`src/rtl/pi_ctl_slew.sv`:
```
// pi_ctl_slew: slew-rate limiter from the MM CDR loop filter PI code target
// to the phase interpolator lanes. Optional stats: `define PI_SLEW_STATS_EN.
//
// Ports:
//   clk          core clock
//   ext_rst      asynchronous active-high reset
//   target_code  PI code requested by the CDR (Npi bits)
//   target_valid capture target_code this cycle
//   en_slew      1 = slew-limit toward the target, 0 = bypass
//   max_step     largest code change per update tick (0 = freeze)
//   upd_div      an update tick occurs every upd_div+1 cycles while slewing
//   stats_clr    (PI_SLEW_STATS_EN only) clear clamp_count
//   pi_ctl       Nout lanes of Npi bits, all carrying the applied code
//   settled      applied code equals captured target, not slewing
//   slewing      slew in progress
//   clamp_count  (PI_SLEW_STATS_EN only) saturating count of clamped ticks
module pi_ctl_slew #(
    parameter int Npi        = 9,
    parameter int Nout       = 4,
    parameter int step_width = 4,
    parameter int div_width  = 8
) (
    input  logic                   clk,
    input  logic                   ext_rst,
    input  logic [Npi-1:0]         target_code,
    input  logic                   target_valid,
    input  logic                   en_slew,
    input  logic [step_width-1:0]  max_step,
    input  logic [div_width-1:0]   upd_div,
`ifdef PI_SLEW_STATS_EN
    input  logic                   stats_clr,
    output logic [15:0]            clamp_count,
`endif
    output logic [Nout*Npi-1:0]    pi_ctl,
    output logic                   settled,
    output logic                   slewing
);

    typedef enum logic [1:0] {
        IDLE   = 2'd0,
        SLEW   = 2'd1,
        BYPASS = 2'd2
    } state_t;

    localparam logic [Npi:0] ONE_W = (Npi+1)'(1);

    state_t               state;
    state_t               state_nxt;
    logic [Npi-1:0]       target_q;
    logic [Npi-1:0]       target_nxt;
    logic [Npi-1:0]       cur;
    logic [Npi-1:0]       cur_nxt;
    logic [div_width-1:0] div_cnt;
    logic [div_width-1:0] div_nxt;

    logic [Npi-1:0]       diff;
    logic [Npi:0]         mag;
    logic [Npi:0]         step_ext;
    logic [Npi-1:0]       step_pi;
    logic [Npi-1:0]       step_cur;
    logic                 step_up;
    logic                 clamp;
    logic                 tick;
    logic                 do_step;

    assign target_nxt = target_valid ? target_code : target_q;

    // >= so that lowering upd_div mid-count ticks at once
    assign tick = (div_cnt >= upd_div);

    // diff is the signed shortest-path distance around the code circle
    assign diff = target_q - cur;

    // magnitude needs one extra bit to hold 2**(Npi-1)
    assign mag = diff[Npi-1] ? ({1'b0, ~diff} + ONE_W)
                             : {1'b0, diff};

    assign step_ext = (Npi+1)'(max_step);
    assign step_pi  = Npi'(max_step);
    assign clamp    = (mag > step_ext);

    // half-way tie (sign set, rest zero) resolves in the positive direction
    assign step_up = ~diff[Npi-1] || (diff[Npi-2:0] == '0);

    always_comb begin
        step_cur = target_q;
        if (clamp) begin
            if (step_up) begin
                step_cur = cur + step_pi;
            end else begin
                step_cur = cur - step_pi;
            end
        end
    end

    assign do_step = (state == SLEW) && en_slew && tick;

    // state register
    always_ff @(posedge clk or posedge ext_rst) begin
        if (ext_rst) begin
            state <= IDLE;
        end else begin
            state <= state_nxt;
        end
    end

    // next-state logic
    always_comb begin
        state_nxt = state;
        unique case (state)
            IDLE: begin
                if (!en_slew) begin
                    state_nxt = BYPASS;
                end else if (target_q != cur) begin
                    state_nxt = SLEW;
                end
            end
            SLEW: begin
                if (!en_slew) begin
                    state_nxt = BYPASS;
                end else if (tick && (step_cur == target_q)) begin
                    state_nxt = IDLE;
                end
            end
            BYPASS: begin
                if (en_slew) begin
                    state_nxt = (cur == target_q) ? IDLE : SLEW;
                end
            end
            default: state_nxt = IDLE;
        endcase
    end

    // datapath next values
    always_comb begin
        cur_nxt = cur;
        div_nxt = '0;
        unique case (state)
            SLEW: begin
                if (en_slew) begin
                    if (tick) begin
                        cur_nxt = step_cur;
                    end else begin
                        div_nxt = div_cnt + 1'b1;
                    end
                end
            end
            BYPASS: begin
                cur_nxt = target_q;
            end
            default: begin
                cur_nxt = cur;
            end
        endcase
    end

    always_ff @(posedge clk or posedge ext_rst) begin
        if (ext_rst) begin
            target_q <= '0;
            cur      <= '0;
            div_cnt  <= '0;
            settled  <= 1'b1;
            slewing  <= 1'b0;
        end else begin
            target_q <= target_nxt;
            cur      <= cur_nxt;
            div_cnt  <= div_nxt;
            settled  <= (state_nxt != SLEW) && (cur_nxt == target_nxt);
            slewing  <= (state_nxt == SLEW);
        end
    end

    // all lanes carry the same code
    assign pi_ctl = {Nout{cur}};

`ifdef PI_SLEW_STATS_EN
    always_ff @(posedge clk or posedge ext_rst) begin
        if (ext_rst) begin
            clamp_count <= '0;
        end else if (stats_clr) begin
            clamp_count <= '0;
        end else if (do_step && clamp && (clamp_count != 16'hFFFF)) begin
            clamp_count <= clamp_count + 16'd1;
        end
    end
`endif

endmodule
```
`config.mk`:
```
export PLATFORM = sky130hd
export DESIGN_NAME = pi_ctl_slew
export DESIGN_NICKNAME = d
export VERILOG_FILES = /design/src/rtl/pi_ctl_slew.sv
export SDC_FILE = /design/constraint.sdc
export NUM_CORES = 1
export LEC_CHECK = 0
export BUFFER_PORTS_ARGS = -buffer_cell sky130_fd_sc_hd__buf_2
export CAP_MARGIN = 40
export CORE_ASPECT_RATIO = 0.6
export CORE_MARGIN = 2
export CORE_UTILIZATION = 29
export CTS_CLUSTER_DIAMETER = 60
export DETAILED_ROUTE_END_ITERATION = 7
export GPL_ROUTABILITY_DRIVEN = 1
export GPL_TIMING_DRIVEN = 0
export PLACE_DENSITY = 0.48
export SYNTH_ARGS = -nofsm -noshare
export SYNTH_HDL_FRONTEND = slang
export SYNTH_SLANG_ARGS = --single-unit
```
`constraint.sdc`:
```
create_clock -name clk -period 14.9 [get_ports clk]
set_input_delay 0.745 -clock clk [delete_from_list [all_inputs] [get_ports clk]]
set_output_delay 0.745 -clock clk [all_outputs]
set_load 0.005 [all_outputs]
```
==> impl_metrics.py <==
metrics = {
    "die": {
        "ioPinCount": 63,
        "start_util_pct": 29.4,
        "dieArea_sq_um": 13900,
        "core_sq_um": 12700,
        "dieHeight_um": 92.1,
        "rows": 32,
        "chipWidth_um": 151,
    },
    "logic_synthesis": {
        "ys_async_sr_fraction_pct": 100,
        "ys_seq_area_share_pct": 20.1,
        "synth_cell_types": 83,
        "netlist_area_sq_um": 3750,
        "synth_top_flop_cell": "dfrtp_1",
        "synth_most_common_cell": "ha_1",
        "avgSynthCellArea_sq_um": 8.46,
        "synth-seq-cells": 30,
        "synth_nets": 506,
        "yosys_warnings": 0,
        "synth_area_leaders": "dfrtp_1 (19%), ha_1 (12%), buf_4 (5.6%), inv_1 (3.6%), xnor2_1 (3.5%)",
        "synth_edf_count": 0,
        "yosysTopAreaCell": "dfrtp_1",
        "yosys-top-cells-count": "ha_1 (37), inv_1 (36), dfrtp_1 (29), buf_4 (28), nand2_1 (28)",
        "postSynthCellCount": 443,
        "synth_top_area_share_pct": 19.4,
    },
    "clock_network": {
        "clock_path_buffers": 2,
        "cts_resized": 0,
        "clk_pin_slew_ps": 50,
        "cts_hold_buf": 0,
        "clk_latency_ps": 280,
        "cts_root_buf": "clkbuf_16",
        "cts-htree-levels": 2,
        "cts.sinks": 30,
        "cts_tree": "built",
        "post_cts_buffers": 0,
        "cts_buffers": 5,
    },
    "job": {
        "cap_violations": 0,
    },
    "timing": {
        "tightestPinTransition_ps": 894,
        "fin_crit_sh_pct": 42.8,
        "rsz0062_at_grt": "false",
        "finClkSkew_ps": 2.91,
        "drv_slew": 0,
        "finalCriticalPeriod_ps": 6380,
        "fin_setup_tns_ps": 0,
        "setup_violations": 0,
        "max_freq_mhz": 157,
        "timing.final.ws_setup_ps": 8520,
        "slew_headroom_pct": 39.9,
        "hold_violations": 0,
    },
    "power_and_ir_drop": {
        "peakVddDrop_v": 0.0000921,
        "p_leak_nw": 2.05,
        "powerDensity_nw_per_um2": 243,
    },
    "global_routing": {
        "grt_pass1_wl_um": 17900,
        "grt_pass1_vias": 3163,
        "overflow": 0,
        "grt_antenna_before_repair": 0,
        "grt_max_degree": 19,
        "track_usage_pct": 17.0,
    },
    "route": {
        "drt_wl_total_um": 11500,
        "wl_per_cell_um": 16.9,
        "drtIter0Drc": 264,
        "ant_nets": 0,
        "drt_pass1_iterations": 6,
        "viasPerCell": 5.20,
        "dr_total_vias": 3538,
        "drc_errors": 0,
    },
    "setup_path": {
        "regToRegEndpoint": "settled",
        "cp_common_cell": "nor4_2",
        "regToRegSetupSlack_ps": 8520,
        "critical_path.endpoint_type": "flop",
        "crit_required_ps": 15080,
        "max_stage_delay_ps": 770,
        "path_cells": "inv_1 > ha_1 > a211oi_2 > nor2_1 > nor4_2 > nor3_4 > a31oi_2 > o21ai_0 > fa_1 > a211oi_1 > o21bai_1 > xnor3_1 > or2_2 > nor4_1 > nand2_1 > mux2i_1 > o311a_1 > o311ai_1 > nor4_2",
        "critical_path.slowest_cell": "nor4_1",
        "cp-start-kind": "flop",
        "reg2reg_from": "cur[5]",
        "crit_path_max_fanout": 10,
        "cp.arrival_ps": 6560,
        "crit_type": "flop to flop",
        "rr_worst_depth": 19,
    },
    "outcome": {
        "status": "finished, final reports clean",
    },
    "placement": {
        "gp_congestion": 0.894,
        "io_buffers": 60,
        "pre_cts_slack_ps": 8720,
        "hpwl_um": 9340,
    },
    "layout": {
        "num-nets-final": 574,
        "drive_above_1_share_pct": 27.0,
        "syn2layout_area_growth_pct": 18.0,
        "antennaDiodeCount": 0,
        "post-route-util_pct": 34.7,
    },
    "worst_hold_path": {
        "hp-class": "primary input to asynchronous set/reset pin",
    },
}
-- power by group --
group / internal (mW) / leakage [nW] / switching (mW)
sequential: 0.0986 / 0.386 / 0.0429
combinational: 0.363 / 1.59 / 0.475
clock: 0.0601 / 0.0694 / 0.0351
-- registers in the layout, indices dropped and copies added (netlist names) --
| name | cells |
|---|---|
| cur | 9 |
| div_cnt | 8 |
| settled | 1 |
| slewing | 1 |
| state | 2 |
| target_q | 9 |
-- metal layers --
layer	GRT usage (%)	vias to the layer above	share of wire (%)
met5	0	-	0
met4	2.49	0	0.48
met3	3.78	6	7.0
met2	21.5	123	36
met1	28.4	1657	56
li1	-	1752	-
-- kinds of logic after synthesis --
family	share of synthesized area, %
and+or+nand+nor	22.7
AOI/OAI and AO/OA	22.6
muxes	3.20
buffers and inverters	10.7
xor gates and xnor gates	7.91
adders and majority gates	12.9
DFF	20.1
-- worst max-delay path, delay by kind of cell (launching register included) --
family,cells,cell delay (ps)
and+or+nand+nor,7,2250
AOI/OAI and AO/OA,7,1900
adders and majority gates,2,920
DFF,1,580
muxes,1,260
xor gates and xnor gates,1,250
buffers and inverters,1,100
-- layout by cell type (no fill, tap or decap), types with 7 or more instances in the layout --
master,instances
xor2_1,11
and3_1,8
xnor2_1,15
dfrtp_1,29
o21ai_0,16
buf_2,62
clkbuf_1,11
nor2_1,23
nor3_1,7
nand3_1,18
and2_1,7
nand2_1,28
mux2_2,8
ha_1,37
nand4_1,12
inv_1,36
a21oi_1,22
buf_4,28
-- metrics by stage --
step | cell area, sq um | instances | total power, mW | hold WS, ps
2_1_floorplan | 3750 | 443 | 0.749 | 485
3_3_place_gp | 4260 | 673 | 0.957 | 534
3_5_place_dp | 4290 | 674 | 0.965 | 539
4_1_cts | 4420 | 681 | 1.07 | 546
5_1_grt | 4420 | 681 | 1.18 | 582
6_report | 4420 | 681 | 1.07 | 541
-- final cells by class --
class	count	area (sq um)
clock inverter	2	10.0
multi-input combinational	335	2600
timing repair buffer	61	328
clock buffer	5	125
tap	170	213
fill	1325	8310
sequential	30	752
buffer	42	265
inverter	36	135
-- worst max-delay path by stage --
stage               startpoint  endpoint  slack, ps  cells past startpoint
floorplan               cur[1]   settled       9930                     19
global placement        cur[1]   settled       8720                     19
detailed placement      cur[1]   settled       8720                     19
global route            cur[1]   settled       8250                     21
finish                  cur[5]   settled       8520                     19
CTS                     cur[1]   settled       8660                     19
No activity file was read; power rests on OpenSTA's default activity.
